File: src/rtl/sfm_stream_row_framer_if.sv
// Beat-level handshake bundle between the softmax streamer, the row framer and the datapath.
// The slave modport is the framer's view; the master modport is the surrounding environment.
interface sfm_stream_row_framer_if #(
    parameter int unsigned DATA_WIDTH = 128,
    parameter int unsigned ELEM_WIDTH = 16
);
    localparam int unsigned N_ELEMS = DATA_WIDTH / ELEM_WIDTH;

    logic                    in_valid_i;
    logic                    in_ready_o;
    logic [DATA_WIDTH-1:0]   in_data_i;
    logic [DATA_WIDTH/8-1:0] in_strb_i;
    logic                    out_valid_o;
    logic                    out_ready_i;
    logic [DATA_WIDTH-1:0]   out_data_o;
    logic [N_ELEMS-1:0]      out_mask_o;
    logic                    out_last_row_o;
    logic                    out_last_o;

    modport slave (
        input  in_valid_i, in_data_i, in_strb_i, out_ready_i,
        output in_ready_o, out_valid_o, out_data_o, out_mask_o, out_last_row_o, out_last_o
    );

    modport master (
        output in_valid_i, in_data_i, in_strb_i, out_ready_i,
        input  in_ready_o, out_valid_o, out_data_o, out_mask_o, out_last_row_o, out_last_o
    );
endinterface

File: src/rtl/sfm_stream_row_framer.sv
// Frames streamer beats into rows of row_len elements, padding unused lanes with -inf.
// Optional strobe coverage check is enabled by defining SFM_FRAMER_STRB_CHECK_EN.
module sfm_stream_row_framer #(
    parameter int unsigned           DATA_WIDTH = 128,
    parameter int unsigned           ELEM_WIDTH = 16,
    parameter int unsigned           LEN_WIDTH  = 16,
    parameter logic [ELEM_WIDTH-1:0] PAD_VALUE  = 16'hFF80
) (
    input  logic                 clk_i,
    input  logic                 rst_i,
    input  logic                 clear_i,
    input  logic                 start_i,
    input  logic [LEN_WIDTH-1:0] row_len_i,
    input  logic [LEN_WIDTH-1:0] n_rows_i,
    sfm_stream_row_framer_if.slave bus,
    output logic                 busy_o,
    output logic                 done_o,
    output logic                 err_o
);
    localparam int unsigned N_ELEMS = DATA_WIDTH / ELEM_WIDTH;
    localparam int unsigned STRB_W  = DATA_WIDTH / 8;
    localparam int unsigned BPL     = ELEM_WIDTH / 8;
    localparam int unsigned VW      = $clog2(N_ELEMS + 1);

    typedef enum logic [1:0] {
        ST_IDLE  = 2'd0,
        ST_RUN   = 2'd1,
        ST_DRAIN = 2'd2,
        ST_DONE  = 2'd3
    } state_e;

    state_e                 state_q, state_d;
    logic [LEN_WIDTH-1:0]   rem_q, rem_d;
    logic [LEN_WIDTH-1:0]   row_q, row_d;
    logic [LEN_WIDTH-1:0]   row_len_q, row_len_d;
    logic                   out_valid_q, out_valid_d;
    logic [DATA_WIDTH-1:0]  out_data_q, out_data_d;
    logic [N_ELEMS-1:0]     out_mask_q, out_mask_d;
    logic                   out_last_row_q, out_last_row_d;
    logic                   out_last_q, out_last_d;
    logic                   busy_q, busy_d;
    logic                   done_q, done_d;

    logic                   in_ready_s;
    logic                   in_fire_s;
    logic                   out_fire_s;
    logic                   start_fire_s;
    logic                   cfg_zero_s;
    logic                   rem_le_n_s;
    logic                   final_beat_s;
    logic [VW-1:0]          v_s;
    logic [DATA_WIDTH-1:0]  pad_data_s;
    logic [N_ELEMS-1:0]     mask_s;

    assign in_ready_s   = (state_q == ST_RUN) & (~out_valid_q | bus.out_ready_i);
    assign in_fire_s    = bus.in_valid_i & in_ready_s;
    assign out_fire_s   = out_valid_q & bus.out_ready_i;
    assign start_fire_s = start_i & (state_q == ST_IDLE);
    assign cfg_zero_s   = (row_len_i == {LEN_WIDTH{1'b0}}) | (n_rows_i == {LEN_WIDTH{1'b0}});
    assign rem_le_n_s   = (rem_q <= LEN_WIDTH'(N_ELEMS));
    assign final_beat_s = rem_le_n_s & (row_q == LEN_WIDTH'(1));
    assign v_s          = rem_le_n_s ? rem_q[VW-1:0] : VW'(N_ELEMS);

    // Lane selection: real elements below v, pad value above
    always_comb begin
        mask_s     = {N_ELEMS{1'b0}};
        pad_data_s = {DATA_WIDTH{1'b0}};
        for (int k = 0; k < N_ELEMS; k++) begin
            if (VW'(k) < v_s) begin
                mask_s[k]                            = 1'b1;
                pad_data_s[k*ELEM_WIDTH +: ELEM_WIDTH] = bus.in_data_i[k*ELEM_WIDTH +: ELEM_WIDTH];
            end else begin
                mask_s[k]                            = 1'b0;
                pad_data_s[k*ELEM_WIDTH +: ELEM_WIDTH] = PAD_VALUE;
            end
        end
    end

    // FSM next-state
    always_comb begin
        state_d = state_q;
        case (state_q)
            ST_IDLE: begin
                if (start_fire_s) begin
                    state_d = cfg_zero_s ? ST_DONE : ST_RUN;
                end else begin
                    state_d = ST_IDLE;
                end
            end
            ST_RUN: begin
                if (in_fire_s && final_beat_s) begin
                    state_d = ST_DRAIN;
                end else begin
                    state_d = ST_RUN;
                end
            end
            ST_DRAIN: begin
                if (out_fire_s) begin
                    state_d = ST_DONE;
                end else begin
                    state_d = ST_DRAIN;
                end
            end
            ST_DONE: state_d = ST_IDLE;
            default: state_d = ST_IDLE;
        endcase
    end

    // Row/element counters and the single output register
    always_comb begin
        rem_d          = rem_q;
        row_d          = row_q;
        row_len_d      = row_len_q;
        out_valid_d    = out_valid_q;
        out_data_d     = out_data_q;
        out_mask_d     = out_mask_q;
        out_last_row_d = out_last_row_q;
        out_last_d     = out_last_q;

        if (start_fire_s) begin
            rem_d     = row_len_i;
            row_d     = n_rows_i;
            row_len_d = row_len_i;
        end else if (in_fire_s) begin
            if (rem_le_n_s) begin
                rem_d = row_len_q;
                row_d = row_q - LEN_WIDTH'(1);
            end else begin
                rem_d = rem_q - LEN_WIDTH'(N_ELEMS);
            end
        end else begin
            rem_d = rem_q;
        end

        // A push wins over a pop so back-to-back beats keep full throughput
        if (in_fire_s) begin
            out_valid_d    = 1'b1;
            out_data_d     = pad_data_s;
            out_mask_d     = mask_s;
            out_last_row_d = rem_le_n_s;
            out_last_d     = final_beat_s;
        end else if (out_fire_s) begin
            out_valid_d = 1'b0;
        end else begin
            out_valid_d = out_valid_q;
        end

        busy_d = (state_d != ST_IDLE);
        done_d = (state_d == ST_DONE);
    end

    // State and datapath registers
    always_ff @(posedge clk_i) begin
        if (rst_i || clear_i) begin
            state_q        <= ST_IDLE;
            rem_q          <= {LEN_WIDTH{1'b0}};
            row_q          <= {LEN_WIDTH{1'b0}};
            row_len_q      <= {LEN_WIDTH{1'b0}};
            out_valid_q    <= 1'b0;
            out_data_q     <= {DATA_WIDTH{1'b0}};
            out_mask_q     <= {N_ELEMS{1'b0}};
            out_last_row_q <= 1'b0;
            out_last_q     <= 1'b0;
            busy_q         <= 1'b0;
            done_q         <= 1'b0;
        end else begin
            state_q        <= state_d;
            rem_q          <= rem_d;
            row_q          <= row_d;
            row_len_q      <= row_len_d;
            out_valid_q    <= out_valid_d;
            out_data_q     <= out_data_d;
            out_mask_q     <= out_mask_d;
            out_last_row_q <= out_last_row_d;
            out_last_q     <= out_last_d;
            busy_q         <= busy_d;
            done_q         <= done_d;
        end
    end

`ifdef SFM_FRAMER_STRB_CHECK_EN
    logic              err_q, err_d;
    logic [STRB_W-1:0] strb_req_s;

    // Strobe bytes that must be set: every byte of every lane below v
    always_comb begin
        strb_req_s = {STRB_W{1'b0}};
        for (int b = 0; b < STRB_W; b++) begin
            strb_req_s[b] = (VW'(b / BPL) < v_s);
        end
        if (start_fire_s) begin
            err_d = 1'b0;
        end else if (in_fire_s && ((bus.in_strb_i & strb_req_s) != strb_req_s)) begin
            err_d = 1'b1;
        end else begin
            err_d = err_q;
        end
    end

    // Sticky strobe error flag
    always_ff @(posedge clk_i) begin
        if (rst_i || clear_i) begin
            err_q <= 1'b0;
        end else begin
            err_q <= err_d;
        end
    end

    assign err_o = err_q;
`else
    assign err_o = 1'b0;
`endif

    assign bus.in_ready_o     = in_ready_s;
    assign bus.out_valid_o    = out_valid_q;
    assign bus.out_data_o     = out_data_q;
    assign bus.out_mask_o     = out_mask_q;
    assign bus.out_last_row_o = out_last_row_q;
    assign bus.out_last_o     = out_last_q;
    assign busy_o             = busy_q;
    assign done_o             = done_q;
endmodule
File: src/flat_wrapper.sv
// flat-port wrapper written by rule: the top's interface ports become plain ports
module sfm_stream_row_framer_flat 
#(
    parameter int unsigned           DATA_WIDTH = 128,
    parameter int unsigned           ELEM_WIDTH = 16,
    parameter int unsigned           LEN_WIDTH  = 16,
    parameter logic [ELEM_WIDTH-1:0] PAD_VALUE  = 16'hFF80
)
  (clk_i, rst_i, clear_i, start_i, row_len_i, n_rows_i, busy_o, done_o, err_o, bus_in_valid_i, bus_in_data_i, bus_in_strb_i, bus_out_ready_i, bus_in_ready_o, bus_out_valid_o, bus_out_data_o, bus_out_mask_o, bus_out_last_row_o, bus_out_last_o);
  sfm_stream_row_framer_if #(.DATA_WIDTH(DATA_WIDTH), .ELEM_WIDTH(ELEM_WIDTH)) bus_i ();
  input  logic clk_i;
  input  logic rst_i;
  input  logic clear_i;
  input  logic start_i;
  input  logic [LEN_WIDTH-1:0] row_len_i;
  input  logic [LEN_WIDTH-1:0] n_rows_i;
  output logic busy_o;
  output logic done_o;
  output logic err_o;
  input wire logic [$bits(bus_i.in_valid_i)-1:0] bus_in_valid_i;
  input wire logic [$bits(bus_i.in_data_i)-1:0] bus_in_data_i;
  input wire logic [$bits(bus_i.in_strb_i)-1:0] bus_in_strb_i;
  input wire logic [$bits(bus_i.out_ready_i)-1:0] bus_out_ready_i;
  output wire logic [$bits(bus_i.in_ready_o)-1:0] bus_in_ready_o;
  output wire logic [$bits(bus_i.out_valid_o)-1:0] bus_out_valid_o;
  output wire logic [$bits(bus_i.out_data_o)-1:0] bus_out_data_o;
  output wire logic [$bits(bus_i.out_mask_o)-1:0] bus_out_mask_o;
  output wire logic [$bits(bus_i.out_last_row_o)-1:0] bus_out_last_row_o;
  output wire logic [$bits(bus_i.out_last_o)-1:0] bus_out_last_o;
  assign bus_i.in_valid_i = bus_in_valid_i;
  assign bus_i.in_data_i = bus_in_data_i;
  assign bus_i.in_strb_i = bus_in_strb_i;
  assign bus_i.out_ready_i = bus_out_ready_i;
  assign bus_in_ready_o = bus_i.in_ready_o;
  assign bus_out_valid_o = bus_i.out_valid_o;
  assign bus_out_data_o = bus_i.out_data_o;
  assign bus_out_mask_o = bus_i.out_mask_o;
  assign bus_out_last_row_o = bus_i.out_last_row_o;
  assign bus_out_last_o = bus_i.out_last_o;
  sfm_stream_row_framer #(.DATA_WIDTH(DATA_WIDTH), .ELEM_WIDTH(ELEM_WIDTH), .LEN_WIDTH(LEN_WIDTH), .PAD_VALUE(PAD_VALUE)) u_core (.clk_i(clk_i), .rst_i(rst_i), .clear_i(clear_i), .start_i(start_i), .row_len_i(row_len_i), .n_rows_i(n_rows_i), .bus(bus_i), .busy_o(busy_o), .done_o(done_o), .err_o(err_o));
endmodule
File: config.mk
export PLATFORM = sky130hd
export DESIGN_NAME = sfm_stream_row_framer_flat
export DESIGN_NICKNAME = d
export VERILOG_FILES = /design/src/rtl/sfm_stream_row_framer_if.sv /design/src/rtl/sfm_stream_row_framer.sv /design/src/flat_wrapper.sv
export SDC_FILE = /design/constraint.sdc
export NUM_CORES = 1
export LEC_CHECK = 0
export CAP_MARGIN = 5
export CORE_UTILIZATION = 45
export CTS_CLUSTER_DIAMETER = 100
export DETAILED_ROUTE_END_ITERATION = 12
export PLACE_DENSITY = 0.85
export RECOVER_POWER = 100
export SLEW_MARGIN = 20
export SYNTH_ARGS = -nofsm -noshare
export SYNTH_HDL_FRONTEND = slang
export SYNTH_SLANG_ARGS = --single-unit
File: constraint.sdc
create_clock -name clk_i -period 2.7 [get_ports clk_i]
set_input_delay 0.54 -clock clk_i [delete_from_list [all_inputs] [get_ports clk_i]]
set_output_delay 0.54 -clock clk_i [all_outputs]
set_load 0.03 [all_outputs]
Word-level counts from Yosys, hierarchy flattened
Index checks and enable logic that the tools add are counted.

storage, ports and cells
  bits in registers = 191
  input port bits = 182
  output and inout port bits = 143
  logic and storage cells = 75

cells by class
  add/sub/neg operators = 2
  magnitude comparators = 9
  equal/unequal tests = 5
  muxes and demuxes = 30
  bitwise operators = 8
  reduce and logical (&&, ||, !) cells = 10

operators by type and width
  operator               count
  $mux 16                14
  $logic_not 16->1       2
  $eq 16x1->1 const B    1
  $le 16x4->1 const B    1
  $lt 3x4->1 const A     4
  $sub 16x1->16 const B  1
  $sub 16x4->16 const B  1
  $mux 1                 11
  $lt 1x4->1 const A     2
  $lt 2x4->1 const A     2
  $pmux 2 s4             1
  $reduce_bool 2->1      4
  $eq 2x2->1 const B     3
  $mux 2                 3
  $and 1x1->1            5
  $mux 4                 1
  $eq 2x1->1 const B     1
  $logic_not 2->1        1
  $or 1x1->1             2
  $reduce_and 2->1       1
  $logic_and 1x1->1      1
  $logic_or 1x1->1       1
  $not 1->1              1

Longest topological paths before layout
  word-level depth = 8
  gate-level depth with buffers = 8
  gate-level depth less buffers = 7

Worst setup path before layout
Ideal clock, no wire load.

  path kind = input to register
  from = input port bus_out_ready_i
  to = register u_core.out_data_q[55] (netlist: u_core.bus.out_data_o[55])
  library setup time = 59 ps
  arrival = 1809 ps
  required time = 2641 ps
  slack = 832 ps
  stages on the path = 7
  path buffers = 3
  cells stage by stage = nand2b_1 -> and3_1 -> buf_2 -> buf_2 -> o21ai_0 -> clkbuf_1 -> o221a_2

between the ends
  word-level cells in the longest chain between the ends = 3

ends and longest elaborated chain
  what                  RTL line                      source
  from (decl)           flat_wrapper.sv:23            input wire logic [$bits(bus_i.out_ready_i)-1:0] bus_out_ready_i;
  $or 1x1->1            sfm_stream_row_framer.sv:55   assign in_ready_s = (state_q == ST_RUN) & (~out_valid_q | bus.out_ready_i);
  $and 1x1->1           sfm_stream_row_framer.sv:55
  $and 1x1->1           sfm_stream_row_framer.sv:56   assign in_fire_s = bus.in_valid_i & in_ready_s;
  to (signal assigned)  sfm_stream_row_framer.sv:160  out_data_q <= {DATA_WIDTH{1'b0}};
  to (signal assigned)  sfm_stream_row_framer.sv:172  out_data_q <= out_data_d;
  to (decl)             sfm_stream_row_framer.sv:37   logic [DATA_WIDTH-1:0] out_data_q, out_data_d;

Every way passes these cells.
A chain may end at the register's enable or synchronous reset.

Final worst setup path
  from = input port bus_out_ready_i
  to = output port bus_in_ready_o

between the ends
  word-level cells in the longest chain between the ends = 2

ends and longest elaborated chain
  what         RTL line                     source
  $or 1x1->1   sfm_stream_row_framer.sv:55
  $and 1x1->1  sfm_stream_row_framer.sv:55
  to (decl)    flat_wrapper.sv:24           output wire logic [$bits(bus_i.in_ready_o)-1:0] bus_in_ready_o;

Every way passes these cells.

==> run_results.csv <==
group,metric,value,unit
critical_path,worstPathCellList,"clkdlybuf4s50_1 > nand2b_1 > and2_0 > clkdlybuf4s50_1",
critical_path,crit_cells,4,
layout,fillCellCount,1182,
critical_path,critPathBufInv,2,
layout,nets,1222,
critical_path,crit_slowest_cell,"clkdlybuf4s50_1",
placement,dp.cells,1234,
critical_path,rrSetupSlack,250,ps
synthesis,yosysUniqueCellTypes,61,
global_route,grt_pass1_vias,6823,
sta,max_freq,387,MHz
sta,skew,8.63,ps
layout,seq_area,3820,um2
floorplanning,dieWidth,131,um
sta,fin_ws,115,ps
pwr,power,0.00647,W
job,cap_violations,0,
synthesis,synth_ff_type,"dfxtp_1",
synthesis,yosysTopAreaCellShare,51.4,%
sta,finalHoldViolations,0,
clock_tree,clk_latency,440,ps
critical_path,critPathCaptureType,"primary output",
critical_path,cp-endpoint,"bus_in_ready_o",
critical_path,path_common_cell,"clkdlybuf4s50_1",
critical_path,cp_top_family,"buffers and inverters",
pwr,p_leak,4.65,nW
clock_tree,post_cts_buffers,0,
global_route,grt_pass1_wl,37200,um
clock_tree,clk_path_buf_depth,2,
clock_tree,ctsResizeCount,0,
global_route,antenna_found_initial,0,
clock_tree,cts_buffers,17,
sta,slew_viol_final,0,
min_path,hp-class,"flip-flop to flip-flop",
placement,dp_slack,70.3,ps
layout,diodes,0,
synthesis,synth-edff-count,0,
critical_path,crit_required,2160,ps
placement,globalplace.congestion,0.877,
detailed_routing,viasPerCell,5.73,
sta,fin_crit_sh,95.8,%
critical_path,critPathLaunchType,"input port",
sta,holdWs,452,ps
sta,layout_min_cycle_time,2590,ps
synthesis,ys_ff_latch,191,
placement,hpwl,18200,um
synthesis,async_flop_share,0,%
floorplanning,rows,46,
floorplanning,start_util,46.5,%
synthesis,yosysTopAreaCell,"dfxtp_1",
floorplanning,ios,325,
layout,multi_input_area,3320,um2
layout,drive_gt1_share,13.0,%
synthesis,yosysWarnings,0,
sta,finalSetupViolations,0,
critical_path,cpPeakStageDelay,690,ps
clock_tree,cts.clk_slew.worst_paths,60,ps
detailed_routing,drtIter0Drc,608,
sta,tightest_slew,1180,ps
synthesis,syn_nets,927,
critical_path,critPathMaxFanout,5,
synthesis,yosysSeqAreaShare,51.4,%
pwr,p_per_area,569,nW/um2
critical_path,worstSetupPathType,"input port to primary output",
layout,syn2layout_area_growth,52.7,%
critical_path,r2r-end,"u_core.bus.out_data_o[52]",
critical_path,r2r_cells,8,
synthesis,synthCells,742,
detailed_routing,vias,7255,
critical_path,critPathLaunch,"bus_out_ready_i",
synthesis,synth.avg_cell_area,10.0,um2
detailed_routing,drc_errors,0,
global_route,globalRouteOverflowTotal,0,
critical_path,cp.arrival,2050,ps
sta,slew_headroom,21.2,%
sta,rsz0062_at_grt,"no",
global_route,grt_max_degree,73,
critical_path,timing.rr.start,"u_core.rem_q[8]",
clock_tree,ctsRootBufferMaster,"clkbuf_16",
sta,fin_tns_setup,0,ps
clock_tree,htreeDepth,4,
synthesis,synth.cell_area,7440,um2
synthesis,synth_area_leaders,"dfxtp_1 51%, o221a_2 9.5%, a22o_1 4.9%",
clock_tree,cts_hold_buffers,0,
detailed_routing,drt-total-wl,25200,um
global_route,track_usage,28.6,%
pwr,vdd_drop_max,0.506,mV
floorplanning,die-height,131,um
clock_tree,cts.sinks,191,
floorplanning,core-area,16000,um2
floorplanning,dieArea,17100,um2
placement,portBuffers,307,
run_status,status,"completed",
detailed_routing,final_antenna_net_count,0,
detailed_routing,drt_pass1_iterations,8,
clock_tree,cts_tree,"done",
layout,layout.cells.non_filler,1266,
detailed_routing,wl_per_cell,19.9,um
[layout by cell type, fill, tap and decap left out, drive strengths merged, types with 3 or more instances in the layout]
cell type	n
a211oi	4
a21boi	9
a21o	9
a21oi	48
a22o	42
a22oi	5
a2bb2oi	9
a31oi	10
a32o	8
a32oi	3
and2	5
and4	3
buf	25
bufinv	4
clkbuf	24
clkdlybuf4s50	164
clkinv	9
dfxtp	191
dlygate4sd3	143
ha	3
inv	6
nand2	70
nand2b	8
nand3	14
nand4	12
nor2	47
nor3	14
nor4	16
o211ai	9
o21ai	24
o221a	63
o22ai	4
or3	6
or4	4
xnor2	5
xor2	7
[report_power, final]
| part | internal (W) | switching (W) | total (W) |
|---|---|---|---|
| combinational | 0.000433 | 0.000462 | 0.000895 |
| sequential | 0.00287 | 0.0000469 | 0.00292 |
| clock | 0.00155 | 0.00111 | 0.00266 |
[worst register-to-register path, cell delays in order (launching register included)]
cell	delay (ps)
dfxtp_1	360
nor3_2	290
nand4_1	250
clkbuf_1	260
o21ai_0	200
clkbuf_1	490
nor2_1	80
clkbuf_2	210
a22o_1	210
[registers in the layout (all words and copies together) (netlist names)]
name	cells
u_core.rem_q	16
u_core.bus.out_mask_o	8
u_core.bus.out_data_o	128
u_core.bus.out_last_row_o	1
u_core.row_q	16
u_core.done_o	1
u_core.state_q	2
u_core.bus.out_valid_o	1
u_core.bus.out_last_o	1
u_core.row_len_q	16
u_core.busy_o	1
[Yosys cell counts (all sizes together), types with 2 or more instances]
| cell type | instances |
|---|---|
| or2 | 2 |
| clkbuf | 38 |
| nand2b | 8 |
| dfxtp | 191 |
| a22oi | 5 |
| nor2 | 47 |
| o21ai | 24 |
| inv | 5 |
| o41ai | 2 |
| a31oi | 10 |
| a32oi | 3 |
| and2 | 5 |
| a22o | 42 |
| nand3 | 14 |
| a2bb2oi | 9 |
| o21a | 2 |
| nor4 | 16 |
| o311ai | 2 |
| a21o | 9 |
| nor3 | 14 |
| nand4 | 12 |
| or3 | 6 |
| a211o | 2 |
| a32o | 8 |
| or4 | 4 |
| buf | 25 |
| xor2 | 7 |
| o211ai | 9 |
| ha | 3 |
| a211oi | 4 |
| and4 | 3 |
| xnor2 | 5 |
| and3 | 2 |
| o22ai | 4 |
| a21boi | 9 |
| nand2 | 70 |
| a21oi | 48 |
| o221a | 63 |
[layout make-up]
cell class                 count  area share [%]
sequential                   191            33.6
timing repair buffer         339            29.2
multi-input combinational    483            29.2
clock inverter                15            1.69
inverter                       5           0.165
tap                          216            2.38
clock buffer                  17            3.74
[stage by stage]
stage               instance area [um2]  utilization [%]
CTS                               11500             71.6
floorplan                          7440                -
detailed placement                10800             67.8
global route                      11400             71.1
global placement                  10800             67.7
finish                            11400             71.1
[routing by layer]
metal | global-route usage (%) | part of all wire (%) | routed length (um) | vias up
li1 | - | - | - | 3416
met2 | 49.0 | 49 | 12400 | 335
met5 | 0 | 0 | 0 | -
met1 | 33.7 | 39 | 9940 | 3447
met4 | 12.8 | 3.3 | 826 | 0
met3 | 7.13 | 8.1 | 2040 | 57
[cell families after synthesis]
family,after synthesis,synth area share (%)
xor gates and xnor gates,12,1.41
other,1,0.0504
and+or+nand+nor,206,14.3
AOI/OAI and AO/OA,260,28.4
buffers and inverters,68,3.87
muxes,1,0.134
adders and majority gates,3,0.504
DFF,191,51.4
[how the worst min path moves through the flow]
stage	start	to	slack [ps]	depth (start not counted)
4_1_cts	u_core.row_len_q[1]	u_core.row_len_q[1]	460	2
6_report	u_core.bus.out_mask_o[3]	u_core.bus.out_mask_o[3]	450	2
2_1_floorplan	u_core.row_len_q[10]	u_core.row_len_q[10]	430	2
3_5_place_dp	u_core.bus.out_mask_o[0]	u_core.bus.out_mask_o[0]	450	1
5_1_grt	u_core.bus.out_mask_o[4]	u_core.bus.out_mask_o[4]	470	2
3_3_place_gp	u_core.bus.out_mask_o[1]	u_core.bus.out_mask_o[1]	430	1
Note: power is estimated with default switching activity, not from simulation.
